==> src/rtl/imem_loader_pkg.sv <==
// Shared definitions for the instruction-memory loader: stream field widths,
// address step and the loader FSM state encoding.
package imem_loader_pkg;

    localparam int BYTE_W     = 8;
    localparam int WORD_BYTES = 4;
    localparam int WORD_W     = BYTE_W * WORD_BYTES;
    localparam int ADDR_STEP  = 4;

    typedef enum logic [2:0] {
        ST_IDLE,
        ST_LEN_LO,
        ST_LEN_HI,
        ST_DATA,
        ST_WRITE,
        ST_CHECK,
        ST_DONE
    } state_t;

    function automatic logic state_takes_bytes(input state_t s);
        return (s == ST_LEN_LO) || (s == ST_LEN_HI) || (s == ST_DATA) || (s == ST_CHECK);
    endfunction

endpackage

==> src/rtl/imem_loader_byte_to_word_packer.sv <==
// Little-endian 4-byte shift register; full flags the byte that completes a word
// so the loader can capture word_next on the same edge.
module byte_to_word_packer
    import imem_loader_pkg::*;
(
    input  logic              clk,
    input  logic              rst,
    input  logic              clr,
    input  logic              byte_en,
    input  logic [BYTE_W-1:0] byte_in,
    output logic [WORD_W-1:0] word_next,
    output logic              full
);

    localparam int CNT_W = $clog2(WORD_BYTES);

    logic [CNT_W-1:0]  count_q, count_d;
    logic [WORD_W-1:0] word_q,  word_d;

    always_comb begin
        // NOTE: every combinational output gets a default first, so no path leaves it unassigned and no latch is inferred.
        word_next = {byte_in, word_q[WORD_W-1:BYTE_W]};
        full      = byte_en && (count_q == CNT_W'(WORD_BYTES - 1));
        word_d    = word_q;
        count_d   = count_q;
        if (clr) begin
            word_d  = '0;
            count_d = '0;
        end else if (byte_en) begin
            word_d  = word_next;
            count_d = count_q + 1'b1;
        end
    end

    // NOTE: state flops use non-blocking assignments and reset asynchronously on rst.
    always_ff @(posedge clk or posedge rst) begin
        if (rst) begin
            word_q  <= '0;
            count_q <= '0;
        end else begin
            word_q  <= word_d;
            count_q <= count_d;
        end
    end

endmodule

==> src/rtl/imem_loader.sv <==
// Streams a length-prefixed, XOR-checksummed program into instruction memory
// through the core debug port, holding the core in reset until the load checks out.
module imem_loader
    import imem_loader_pkg::*;
#(
    parameter int              XLEN               = 64,
    parameter int              INSTRUCTION_LENGTH = XLEN / 2,
    parameter logic [XLEN-1:0] BASE_ADDR          = '0,
    parameter int              LEN_WIDTH          = 16
) (
    input  logic                          clk,
    input  logic                          rst,
    input  logic                          start,
    input  logic                          byte_valid,
    input  logic [BYTE_W-1:0]             byte_data,
    output logic                          byte_ready,
    output logic                          dbg_wr_en,
    output logic [XLEN-1:0]               dbg_addr,
    output logic [INSTRUCTION_LENGTH-1:0] dbg_instr,
    output logic                          core_rst,
    output logic                          done,
    output logic                          error
);

    state_t state_q, state_d;

    logic [LEN_WIDTH-1:0]          cnt_q,       cnt_d;
    logic [XLEN-1:0]               addr_q,      addr_d;
    logic [XLEN-1:0]               dbg_addr_q,  dbg_addr_d;
    logic [INSTRUCTION_LENGTH-1:0] dbg_instr_q, dbg_instr_d;
    logic                          dbg_wr_en_q, dbg_wr_en_d;
    logic [BYTE_W-1:0]             csum_q,      csum_d;
    logic                          done_q,      done_d;
    logic                          error_q,     error_d;
    logic                          core_rst_q,  core_rst_d;

    logic                 accept;
    logic                 session_start;
    logic                 pk_clr;
    logic                 pk_en;
    logic                 pk_full;
    logic [WORD_W-1:0]    pk_word_next;
    logic [LEN_WIDTH-1:0] len_full;

    assign accept        = byte_valid && byte_ready;
    assign session_start = start && ((state_q == ST_IDLE) || (state_q == ST_DONE));
    assign pk_en         = accept && (state_q == ST_DATA);
    assign pk_clr        = session_start;
    assign len_full      = LEN_WIDTH'({byte_data, cnt_q[BYTE_W-1:0]});

    byte_to_word_packer u_packer (
        .clk       (clk),
        .rst       (rst),
        .clr       (pk_clr),
        .byte_en   (pk_en),
        .byte_in   (byte_data),
        .word_next (pk_word_next),
        .full      (pk_full)
    );

    always_ff @(posedge clk or posedge rst) begin
        if (rst) begin
            state_q <= ST_IDLE;
        end else begin
            state_q <= state_d;
        end
    end

    always_comb begin
        state_d = state_q;
        unique case (state_q)
            ST_IDLE, ST_DONE: if (session_start) state_d = ST_LEN_LO;
            ST_LEN_LO:        if (accept) state_d = ST_LEN_HI;
            ST_LEN_HI:        if (accept) state_d = (len_full == '0) ? ST_CHECK : ST_DATA;
            ST_DATA:          if (pk_full) state_d = ST_WRITE;
            ST_WRITE:         state_d = (cnt_q == LEN_WIDTH'(1)) ? ST_CHECK : ST_DATA;
            ST_CHECK:         if (accept) state_d = ST_DONE;
            default:          state_d = ST_IDLE;
        endcase
    end

    always_comb begin
        byte_ready = state_takes_bytes(state_q);
        dbg_wr_en  = dbg_wr_en_q;
        dbg_addr   = dbg_addr_q;
        dbg_instr  = dbg_instr_q;
        core_rst   = core_rst_q;
        done       = done_q;
        error      = error_q;
    end

    // The write strobe, address and word are captured together as the 4th byte lands,
    // so all three are registered and line up exactly with the WRITE state.
    always_comb begin
        cnt_d       = cnt_q;
        addr_d      = addr_q;
        dbg_addr_d  = dbg_addr_q;
        dbg_instr_d = dbg_instr_q;
        dbg_wr_en_d = 1'b0;
        csum_d      = csum_q;
        done_d      = done_q;
        error_d     = error_q;
        core_rst_d  = core_rst_q;
        unique case (state_q)
            ST_IDLE, ST_DONE: begin
                if (session_start) begin
                    cnt_d      = '0;
                    addr_d     = BASE_ADDR;
                    csum_d     = '0;
                    done_d     = 1'b0;
                    error_d    = 1'b0;
                    core_rst_d = 1'b1;
                end
            end
            ST_LEN_LO: if (accept) cnt_d = LEN_WIDTH'(byte_data);
            ST_LEN_HI: if (accept) cnt_d = len_full;
            ST_DATA: begin
                if (accept) csum_d = csum_q ^ byte_data;
                if (pk_full) begin
                    dbg_wr_en_d = 1'b1;
                    dbg_addr_d  = addr_q;
                    dbg_instr_d = INSTRUCTION_LENGTH'(pk_word_next);
                end
            end
            ST_WRITE: begin
                addr_d = addr_q + XLEN'(ADDR_STEP);
                cnt_d  = cnt_q - 1'b1;
            end
            ST_CHECK: begin
                if (accept) begin
                    if (byte_data == csum_q) begin
                        done_d     = 1'b1;
                        core_rst_d = 1'b0;
                    end else begin
                        error_d = 1'b1;
                    end
                end
            end
            default: ;
        endcase
    end

    always_ff @(posedge clk or posedge rst) begin
        if (rst) begin
            cnt_q       <= '0;
            addr_q      <= BASE_ADDR;
            dbg_addr_q  <= BASE_ADDR;
            dbg_instr_q <= '0;
            dbg_wr_en_q <= 1'b0;
            csum_q      <= '0;
            done_q      <= 1'b0;
            error_q     <= 1'b0;
            core_rst_q  <= 1'b1;
        end else begin
            cnt_q       <= cnt_d;
            addr_q      <= addr_d;
            dbg_addr_q  <= dbg_addr_d;
            dbg_instr_q <= dbg_instr_d;
            dbg_wr_en_q <= dbg_wr_en_d;
            csum_q      <= csum_d;
            done_q      <= done_d;
            error_q     <= error_d;
            core_rst_q  <= core_rst_d;
        end
    end

endmodule

==> config.mk <==
export PLATFORM = sky130hd
export DESIGN_NAME = imem_loader
export DESIGN_NICKNAME = d
export VERILOG_FILES = /design/src/rtl/imem_loader_pkg.sv /design/src/rtl/imem_loader_byte_to_word_packer.sv /design/src/rtl/imem_loader.sv
export SDC_FILE = /design/constraint.sdc
export NUM_CORES = 1
export LEC_CHECK = 0
export CORE_MARGIN = 1.5
export CORE_UTILIZATION = 35
export DETAILED_ROUTE_END_ITERATION = 8
export MAX_ROUTING_LAYER = met4
export PLACE_DENSITY_LB_ADDON = 0.25
export SYNTH_ARGS = -nofsm -noshare
export SYNTH_HDL_FRONTEND = slang
export SYNTH_SLANG_ARGS = --single-unit
==> constraint.sdc <==
create_clock -name clk -period 17.35 [get_ports clk]
set_input_delay 3.47 -clock clk [delete_from_list [all_inputs] [get_ports clk]]
set_output_delay 3.47 -clock clk [all_outputs]
set_load 0.03 [all_outputs]
; ---- Word level (Yosys, flattened, before mapping)
; Cells that the tools add are included.
[word_totals]
elab_cells = 94
register_bits = 225
out_inout_bits = 101
inputBits = 12
[classes]
reduce_logical = 25
n_eq_ne = 17
addsub = 3
n_mux = 34
n_bitwise = 2
[ops]
columns = op, count
row1 = 64-bit case mux with 2 select lines, 1
row2 = "64-bit by 3-bit adder with 64-bit output, second input constant", 1
row3 = 32-bit 2-to-1 mux, 2
row4 = 64-bit 2-to-1 mux, 1
row5 = 16-bit case mux with 4 select lines, 1
row6 = 16-bit 2-to-1 mux, 3
row7 = 3-bit 2-to-1 mux, 7
row8 = 3-bit case mux with 6 select lines, 1
row9 = "16-bit by 1-bit equality test with 1-bit output, second input constant", 1
row10 = 16-bit zero test, 1
row11 = 8-bit 2-to-1 mux, 2
row12 = 8-bit case mux with 2 select lines, 1
row13 = 4-bit AND reduction, 4
row14 = "16-bit by 1-bit subtractor with 16-bit output, second input constant", 1
row15 = "2-bit inequality test, second input constant", 7
row16 = 1-bit 2-to-1 mux, 10
row17 = "3-bit equality test, second input constant", 3
row18 = 8-bit equality test, 1
row19 = 2-bit nonzero test, 4
row20 = 8-bit XOR, 1
row21 = "3-bit by 2-bit equality test with 1-bit output, second input constant", 2
row22 = 1-bit case mux with 2 select lines, 3
row23 = 5-bit AND reduction, 1
row24 = 1-bit logical AND, 4
row25 = 13 further kinds, 18

; ---- Longest topological paths before layout
; Gate-level depths: netlist (run 1).
[logic_depth]
ltp_word = 9
ltp_mapped = 8
mapped_depth_nobuf = 7

; ---- Hierarchy
; From an unflattened synthesis (run 1), not the netlist that was laid out.
[unflattened]
cells_unflattened = 1044
hier_area_um2 = 9648.0
[modules_own_cells]
columns = module, cells_each, instances, seq_area_each_um2, area_per_inst_um2
row1 = imem_loader, 949, 1, 4680.7, 8489.4
row2 = byte_to_word_packer, 95, 1, 650.6, 1158.6

; ---- Worst setup path before layout (run 1)
; Ideal clock, no wire load.
[synth_timing]
path_type = input to register
start = input port byte_valid
end = register dbg_addr_q[46] (netlist: dbg_addr[46])
setup_ps = 125
path_buffers = 4
t_arrival_ps = 4739
t_required_ps = 17225
slack_ps = 12487
cell_stages = 7
cell_sequence = buf_2 -> and3_1 -> buf_4 -> nand2_2 -> buf_2 -> buf_4 -> mux2_2
[synth_via]
elab_chain_len = 4
[synth_lines]
columns = element, line_no
row1 = start: declaration, imem_loader.sv:14  ; input logic byte_valid,
row2 = 1-bit logical AND, imem_loader.sv:45  ; assign accept = byte_valid && byte_ready;
row3 = 1-bit logical AND, imem_loader.sv:47  ; assign pk_en = accept && (state_q == ST_DATA);
row4 = 1-bit logical AND, imem_loader_byte_to_word_packer.sv:23  ; full = byte_en && (count_q == CNT_W'(WORD_BYTES - 1));
row5 = 2-bit AND reduction (no source line), n/a
row6 = end signal: assignment, imem_loader.sv:157  ; dbg_addr_q <= dbg_addr_d;
row7 = end: declaration, imem_loader.sv:29  ; logic [XLEN-1:0] dbg_addr_q, dbg_addr_d;
; No other way between the ends.
; A chain may end at the register's enable or synchronous reset.

; ---- Worst setup path after layout (run 1)
[layout_timing]
start = input port byte_valid
end = register dbg_addr_q[44] (netlist: dbg_addr[44])
; The elaborated chain is that of the path after synthesis.

==> results.md, run 1 <==
- DRT Pass-1 Iters: 4
- Sequential cell area: 5330 um2
- CP startpoint kind: input port
- Drt first-iter violations: 369
- Mapped Area: 9600 um2
- R2R depth: 5
- GR Util All Layers: 0.161
- Slowest-stage cell, CP: and3_1
- Req. time, crit path: 17.74 ns
- R2r setup slk: 13.97 ns
- Fin Setup TNS: 0 ns
- Clock root cell: clkbuf_16
- Pre-CTS setup slack: 10.80 ns
- FF+latch count, synth: about 210
- Die Width: 169 um
- Max Transition Viols Final: 0
- Ys flop type: dfrtp_1
- Max cap viols: 0
- Delay-heaviest family, CP: simple AND/OR/NAND/NOR gates
- Number of flops mapped to enable cells by yosys: 0
- Footprint of the multi-input gates: 3990 um2
- Hold/Removal Path Class: register to register
- Pwr/cell area: approximately 140 nW/um2
- Routed length per instance: 16.6 um
- Starting Density: 0.356
- Global placement routability congestion: 0.771
- Pwr Total: 0.00166 W
- Hold Vio Cnt, Final: 0
- N_diodes: 0
- Vias in the first global route: slightly below 7000
- Routed WL: 21800 um
- Peak supply drop: 83.1 uV
- Layout Area Growth over Synthesis: 22.6%
- Port Buffers: between 100 and 150
- Worst-Margin Slew: roughly 1.1 ns
- Commonest non-fill, non-tap cell in the layout: dfrtp_1
- Initial antenna violation count: 0
- Critical path's largest stage delay: 0.92 ns
- Worst-path fanout max: 65
- Worst EP arrival: around 6.4 ns
- Async SR Flop Fraction: 1.00
- Max clock buf depth: 3
- Via count: roughly 6900
- CP Capture Type: register
- Synth cell types: 66
- Cells along the critical path: clkdlybuf4s50_1 -> and3_1 -> nand2_4 -> buf_4 -> mux2_2
- CTS H-tree lvls: 1
- Remaining antenna violation count: 0
- Status: finished, final reports clean
- Share of cells above drive strength 1: 0.158
- Post-CTS Setup Bufs: 0
- Unrepaired setup endpoints after global routing: false
- Die height: 169 um
- Synthesized area per cell: approximately 11 um2
- RR Endpoint: dbg_addr[44]
- WP buf/inv: 2
- Worst Hold Launch: addr_q[63]
- Crit path time final: 5.99 ns
- Inserted Clock Buffers: 24
- Setup-failing EPs final: 0
- # DRC: 0
- F_max: between 150 and 200 MHz
- Syn. warnings: 0
- Most frequent cells in the layout: dfrtp_1, nand2_1, clkdlybuf4s50_1
- PnR worst setup slack: ~11 ns
- First-pass GRT wire length: ~36000 um
- FILL cells: 2543
- Layout net count: slightly below 1000
- Rel. slew slack: 0.295
- Leakage power: 5.22 nW
- Clk slew on worst S/H paths: 0.05 ns
- Cell row count: 60
- CTS Hold Buffers Added: 0
- CTS tree: built
- I/O pins: 113
- Sequential share of the synthesized area: 0.555
- Clk_skew: roughly 0.0084 ns
- DIE AREA: 28400 um2
- Period utilization: 0.345
- Reg2reg start: state_q[2]
- Gr ovfl total: 0
- Clock sinks: 213
- CORE AREA: roughly 27000 um2
- Post-CTS Resized: 0
- Vias/cell: 5.24
- WHS Endpoint: addr_q[63]
- Setup CP Type: input port to register
- Hpwl dp: 14200 um
- Mapped Cells: 862
- WHS Path Cells: 1
- Clock Latency Late Sink: around 0.51 ns
- Largest net degree at the start of global routing: between 100 and 150
## how the worst max path moves through the flow
stage | start | to | slack (ns) | cells past startpoint
after floorplan | rst | addr_q[10] | 8.06 | 1
after global placement | byte_valid | dbg_instr[27] | 10.81 | 5
after detailed placement | byte_valid | dbg_instr[27] | 10.80 | 5
after CTS | byte_valid | dbg_instr[12] | 11.33 | 5
after global routing | byte_valid | dbg_addr[52] | 11.10 | 5
final | byte_valid | dbg_addr[44] | 11.36 | 5
## worst reg2reg max path: cells and delay by family (launching register included)
kind	cells	cell delay, ns
buf+inv	1	0.71
mux	1	0.47
simple gates	3	1.33
flops	1	0.75
## registers in the layout, indices dropped and copies added, names as in the netlist
register,count
addr_q,62
csum_q,8
dbg_wr_en,1
u_packer.word_q,24
dbg_instr,32
done,1
cnt_q,16
core_rst,1
u_packer.count_q,2
error,1
dbg_addr,62
state_q,3
## synthesized netlist by cell type (3+ instances only)
| master | instances | area (um2) |
|---|---|---|
| ha_1 | 4 | 50.1 |
| nand4_1 | 20 | 125 |
| inv_1 | 16 | 60.1 |
| nor4b_1 | 3 | 26.3 |
| mux2i_1 | 20 | 200 |
| nand3_1 | 34 | 170 |
| buf_1 | 4 | 15.0 |
| or3_1 | 3 | 18.8 |
| xnor2_1 | 9 | 78.8 |
| nor3_1 | 12 | 60.1 |
| nand2_1 | 121 | 454 |
| nor3_2 | 3 | 30.0 |
| clkbuf_1 | 18 | 67.6 |
| buf_2 | 15 | 75.1 |
| a21oi_1 | 39 | 195 |
| nand2b_1 | 20 | 125 |
| a22o_1 | 8 | 70.1 |
| nor2_1 | 28 | 105 |
| and3_1 | 6 | 37.5 |
| a22oi_1 | 5 | 37.5 |
| o211ai_1 | 23 | 173 |
| dfrtp_1 | 212 | 5310 |
| o21ai_0 | 52 | 260 |
| mux2_2 | 88 | 991 |
| o31ai_1 | 25 | 188 |
| and2_1 | 6 | 37.5 |
| buf_4 | 8 | 60.1 |
| nor4_1 | 5 | 31.3 |
| a32oi_1 | 7 | 61.3 |
## power breakdown
group | switching (W) | total [W] | internal (W)
clock | 0.000199 | 0.000518 | 0.000319
combinational | 0.000275 | 0.000466 | 0.000191
sequential | 0.0000852 | 0.000674 | 0.000589
total | 0.000559 | 0.00166 | 0.00110
## cell families after synthesis
kind of cell               Yosys count  synth area share
and+or+nand+nor                    286             0.157
muxes                              108             0.124
DFF                                213             0.555
adders and majority gates            4           0.00521
AOI/OAI and AO/OA                  176             0.117
other                                1          0.000391
xor gates and xnor gates            10           0.00912
buffers and inverters               64            0.0310
## final cells by class
type / instances / share of cell area
clock buffer: 38 / 0.0658
timing repair buffer: 114 / 0.0961
tap: 341 / 0.0362
clock inverter: 5 / 0.00425
multi-input combinational: 586 / 0.339
sequential: 213 / 0.453
inverter: 17 / 0.00606
## stage by stage
| step | hold slack [ns] | std cells | utilization | instance area, um2 |
|---|---|---|---|---|
| after floorplan | 0.444 | 863 | - | 9600 |
| after global placement | 0.470 | 1271 | 0.406 | 10900 |
| after detailed placement | 0.477 | 1271 | 0.406 | 10900 |
| after CTS | 0.488 | 1314 | 0.437 | 11800 |
| after global routing | 0.518 | 1314 | 0.437 | 11800 |
| final | 0.480 | 1314 | 0.437 | 11800 |
## routing by layer
metal / GRT usage / part of all wire / up-vias / wire [um]
met5: - / 0 / - / 0
li1: - / - / 3302 / -
met4: 0.0411 / 0.020 / 0 / 430
met3: 0.0276 / 0.045 / 33 / 989
met2: 0.243 / 0.45 / 161 / 9820
met1: 0.225 / 0.48 / 3392 / 10500
Note: power is estimated with default switching activity, not from simulation.
==> run 2, diff against run 1 <==
- clock period: 17.35 -> 6.2 ns (I/O delays scaled with it)
==> run 2 against run 1 <==
Effect of this change: clock power grew to 2.8 times the previous value; final cell count is 0.30% higher; clock skew is 0.013 ns higher; utilization increased by 0.070 points.
==> results.md, run 2 (synthesis results as in run 1) <==
- Layout net count: 975 (+0.31%)
- CP Capture Type: output port
- Max cap viols: 0 (unchanged)
- DIE AREA: 28400 um2 (unchanged)
- Setup-failing EPs final: 0 (unchanged)
- DRT Pass-1 Iters: 5 (+1)
- Hpwl dp: 14300 um (+0.93%)
- Commonest non-fill, non-tap cell in the layout: dfrtp_1
- WP buf/inv: 1 (-1)
- Leakage power: 5.21 nW (-0.21%)
- CORE AREA: 27000 um2 (unchanged)
- I/O pins: 113 (unchanged)
- CTS Hold Buffers Added: 0 (unchanged)
- Clock Latency Late Sink: 0.53 ns (+0.02 ns)
- Routed WL: 21900 um (+0.67%)
- R2r setup slk: 3.16 ns (-10.81 ns)
- Initial antenna violation count: 0 (unchanged)
- Remaining antenna violation count: 0 (unchanged)
- Die height: 169 um (unchanged)
- Global placement routability congestion: 0.801 (+4.0%)
- Clk_skew: 0.0213 ns (+0.0129 ns)
- FILL cells: 2503 (-1.6%)
- CP startpoint kind: register
- Gr ovfl total: 0 (unchanged)
- Pwr/cell area: 395 nW/um2 (+180%)
- Setup CP Type: register to output port
- Routed length per instance: 16.6 um (+0.36%)
- Pre-CTS setup slack: 2.24 ns (-8.55 ns)
- Fin Setup TNS: 0 ns (unchanged)
- Crit path time final: roughly 3.6 ns
- Cells along the critical path: nor2_1 -> a21oi_1 -> clkdlybuf4s50_1
- Inserted Clock Buffers: 24 (unchanged)
- Rel. slew slack: 0.363 (+0.0684)
- Share of cells above drive strength 1: 0.157 (-0.00167)
- Vias/cell: 5.24 (about the same)
- Clk slew on worst S/H paths: 0.06 ns (about the same)
- First-pass GRT wire length: 36500 um (+1.0%)
- PnR worst setup slack: 2.63 ns (-8.73 ns)
- CTS tree: built
- Die Width: 169 um (unchanged)
- Post-CTS Resized: 0 (unchanged)
- Port Buffers: 110 (unchanged)
- CTS H-tree lvls: 1 (unchanged)
- Unrepaired setup endpoints after global routing: false
- Period utilization: 0.577
- Largest net degree at the start of global routing: 138 (+1.5%)
- F_max: 280 MHz
- GR Util All Layers: 0.162 (+0.00139)
- Cell row count: 60 (unchanged)
- Most frequent cells in the layout: dfrtp_1, nand2_1, clkdlybuf4s50_1
- Worst-Margin Slew: 0.955 ns (-0.103 ns)
- Layout Area Growth over Synthesis: 22.8%
- N_diodes: 0 (unchanged)
- Worst EP arrival: 2.33 ns (-4.05 ns)
- Peak supply drop: 241 uV (+190%)
- Starting Density: 0.356 (unchanged)
- Post-CTS Setup Bufs: 0 (unchanged)
- # DRC: 0 (unchanged)
- Max clock buf depth: 3 (unchanged)
- Status: finished, final reports clean
- Hold/Removal Path Class: register to register
- Max Transition Viols Final: 0 (unchanged)
- Delay-heaviest family, CP: buffers and inverters
- Drt first-iter violations: 432 (+17%)
- Worst-path fanout max: 20 (-69%)
- Hold_ws: 0.490 ns (+0.0109 ns)
- Clock root cell: clkbuf_16
- Clock sinks: 213 (unchanged)
- Req. time, crit path: 4.96 ns (-12.78 ns)
- Vias in the first global route: 6860 (+0.94%)
- Via count: 6910 (+0.32%)
- Slowest-stage cell, CP: clkdlybuf4s50_1
- Hold Vio Cnt, Final: 0 (unchanged)
- Critical path's largest stage delay: 0.73 ns (-0.19 ns)
-- run 2: cell types whose count changed in the layout (fill, tap and decap cells not counted), sizes merged --
| cell | previous run | this run |
|---|---|---|
| clkinvlp | 0 | 3 |
| inv | 17 | 16 |
| buf | 4 | 7 |
| clkbuf | 38 | 35 |
| bufinv | 1 | 3 |
-- run 2: power breakdown --
part	switching, W	internal, W	leakage, nW	total (W)
Clock	0.000571	0.000880	0.388	0.00145
Sequential	0.000238	0.00165	2.93	0.00189
Combinational	0.000776	0.000539	1.89	0.00132
Total	0.00159	0.00307	5.21	0.00465
-- run 2: final cells by class --
type                    count  area (um2)  share of cell area
clock buffers              35         672              0.0570
inverters                  17        67.6             0.00573
flip-flops and latches    213        5330               0.452
multi-input cells         586        3990               0.338
clock inverters             9         140              0.0119
repair buffers            117        1170              0.0989
well taps                 341         427              0.0362
-- run 2: metrics by stage --
step,cell area [um2],total power (W),cells,util
after global placement,11000,0.00321,1274,0.407
after global routing,11800,0.00491,1318,0.438
after detailed placement,11000,0.00322,1274,0.407
after CTS,11800,0.00470,1318,0.438
final,11800,0.00465,1318,0.438
after floorplan,9610,0.00278,863,-
-- run 2: per-layer routing --
metal  up-vias  part of all wire  global-route usage
li1       3312                 -                   -
met1      3414              0.49               0.223
met2       146              0.45               0.250
met3        38             0.039              0.0213
met4         0             0.026              0.0520
met5         -                 0                   -
-- run 2: worst paths after layout --
kind,from,to,cells after the start
setup / recovery,state_q[0],byte_ready,3
hold / removal,core_rst,core_rst,2
setup reg to reg,state_q[2],dbg_addr[40],6
hold reg to reg,core_rst,core_rst,2
max in group asynchronous,rst,dbg_addr[37],3
min in group asynchronous,rst,addr_q[2],3
-- run 2: worst register-to-register path, stage by stage, from the launching register on --
cell and delay [ns]:
dfrtp_1 0.74, and2b_1 0.30, and3_1 0.18, buf_4 0.22, nand2_4 0.51, buf_4 0.58, mux2_2 0.42
==> run 3, diff against run 2 <==
- clock period: 6.2 -> 3.7 ns (I/O delays scaled with it)
==> run 3 against run 2 <==
Effect of this change: sequential power up 67%; register-to-register slack lost 2.1 ns; total power grew 63%; sequential share of layout area about the same; clock skew barely moved; via count fell by 0.23%; utilization hardly changed; count of clock-buffer cells in the layout fell by 1; flip-flop and latch count unchanged; die area unchanged; global-route usage is 0.16 points lower.
==> results.md, run 3 (synthesis results as in run 1) <==
- Hold Vio Cnt, Final: 0 (unchanged)
- # DRC: 0 (unchanged)
- Die Width: 169 um (unchanged)
- Cell Count Post-Placement: 1279 (+0.39%)
- Vias in the first global route: 6759 (-1.5%)
- Starting Density: 0.356 (unchanged)
- Port Buffers: 110 (unchanged)
- RR Endpoint: addr_q[53]
- Remaining antenna violation count: 0 (unchanged)
- FILL cells: 2502 (-0.040%)
- Worst EP arrival: 2.23 ns (-0.10 ns)
- DRT Pass-1 Iters: 5 (unchanged)
- Cells along the critical path: nor2_1 -> a21oi_1 -> clkdlybuf4s50_1
- Share of cells above drive strength 1: 0.160 (+0.00344)
- Worst-Margin Slew: 0.864 ns (-0.0905 ns)
- Cell row count: 60 (unchanged)
- Drt first-iter violations: 383 (-11%)
- R2r setup slk: 1.08 ns (-2.08 ns)
- Peak supply drop: 374 uV (+55%)
- Post-CTS Setup Bufs: 0 (unchanged)
- CP Capture Type: output port
- Clock Latency Late Sink: 0.52 ns (about the same)
- Rel. slew slack: 0.422 (+0.0590)
- DIE AREA: 28400 um2 (unchanged)
- Pwr/cell area: 644 nW/um2 (+63%)
- First-pass GRT wire length: 36300 um (-0.36%)
- Fin Setup TNS: 0 ns (unchanged)
- GR Util All Layers: 0.161 (-0.00155)
- Slowest-stage cell, CP: clkdlybuf4s50_1
- Clk_skew: 0.0217 ns (+0.000347 ns)
- Unrepaired setup endpoints after global routing: false
- Status: finished, final reports clean
- WHS Path Cells: 1 (-1)
- Initial antenna violation count: 0 (unchanged)
- N_diodes: 0 (unchanged)
- I/O pins: 113 (unchanged)
- WHS Endpoint: addr_q[63]
- R2R depth: 6 (unchanged)
- Critical path's largest stage delay: 0.71 ns (-0.02 ns)
- Layout net count: 980 (+0.51%)
- Crit path time final: 2.97 ns
- Commonest non-fill, non-tap cell in the layout: dfrtp_1
- Period utilization: 0.802
- CORE AREA: 27000 um2 (unchanged)
- Post-CTS Resized: 0 (unchanged)
- Clk slew on worst S/H paths: 0.06 ns (about the same)
- CP startpoint kind: register
- Max cap viols: 0 (unchanged)
- CTS H-tree lvls: 1 (unchanged)
- Routed WL: 21700 um (-0.91%)
- Placed instance area: 11000 um2 (+0.57%)
- Worst Hold Launch: addr_q[63]
- Setup-failing EPs final: 0 (unchanged)
- Via count: 6894 (-0.23%)
- CTS tree: built
- Max clock buf depth: 3 (unchanged)
- Post-route cell area: 11800 um2 (about the same)
- Most frequent cells in the layout: dfrtp_1, nand2_1, clkdlybuf4s50_1
- Reg2reg start: state_q[2]
- Delay-heaviest family, CP: buffers and inverters
- Global placement routability congestion: 0.843 (+5.2%)
- WP buf/inv: 1 (unchanged)
- Largest net degree at the start of global routing: 98 (-29%)
- Routed length per instance: 16.4 um (-1.2%)
- Die height: 169 um (unchanged)
- Clock sinks: 213 (unchanged)
- Final core utilization: 0.437 (about the same)
- CTS Hold Buffers Added: 0 (unchanged)
- Hold/Removal Path Class: register to register
- Max Transition Viols Final: 0 (unchanged)
- Leakage power: 5.22 nW (+0.22%)
- F_max: 337 MHz
- Clock root cell: clkbuf_16
- Fin cells: 1322 (+0.30%)
- Gr ovfl total: 0 (unchanged)
- Inserted Clock Buffers: 24 (unchanged)
- Worst-path fanout max: 20 (unchanged)
- Hpwl dp: 14300 um (about the same)
- Vias/cell: 5.21 (-0.53%)
- Req. time, crit path: 2.96 ns (-2.00 ns)
- Layout Area Growth over Synthesis: 22.8% (about the same)
- Setup CP Type: register to output port
[run 3: cell types whose count changed in the layout (fill, tap and decap cells not counted), sizes merged]
| cell | delta |
|---|---|
| clkbuf | -1 |
| bufinv | -2 |
| buf | +5 |
| clkinv | +3 |
| clkinvlp | -1 |
[run 3: cell type report]
type / count / area, um2 / share of cell area
sequential: 213 / 5330 / 0.452
multi-input combinational: 586 / 3990 / 0.338
tap: 341 / 427 / 0.0362
timing repair buffer: 122 / 1230 / 0.104
clock buffer: 34 / 658 / 0.0559
inverter: 17 / 67.6 / 0.00573
clock inverter: 9 / 83.8 / 0.00711
[run 3: worst max path at each step]
stage / start / to / slack [ns] / cells past startpoint
finish: state_q[0] / byte_ready / 0.73 / 3
global route: state_q[0] / byte_ready / 0.53 / 3
CTS: state_q[0] / byte_ready / 0.67 / 3
detailed placement: start / cnt_q[10] / 0.74 / 6
global placement: start / cnt_q[0] / 0.89 / 6
floorplan: rst / addr_q[10] / 0.19 / 1
[run 3: through the flow]
stage / hold slack, ns / power [W] / setup slack (ns)
floorplan: 0.444 / 0.00467 / 0.191
global placement: 0.460 / 0.00537 / 0.888
detailed placement: 0.478 / 0.00541 / 0.744
CTS: 0.486 / 0.00770 / 0.673
global route: 0.519 / 0.00807 / 0.530
finish: 0.476 / 0.00759 / 0.734
[run 3: report_power, final]
part,internal (W),switching [W],total [W]
combinational,0.000909,0.00129,0.00220
sequential,0.00276,0.000391,0.00315
clock,0.00131,0.000929,0.00224
total,0.00498,0.00261,0.00759
[run 3: per-layer routing]
layer	vias to the layer above	global-route usage	routed length, um
li1	3335	-	-
met1	3370	0.221	10400
met2	159	0.250	9880
met3	30	0.0278	1060
met4	0	0.0342	406
met5	-	-	0
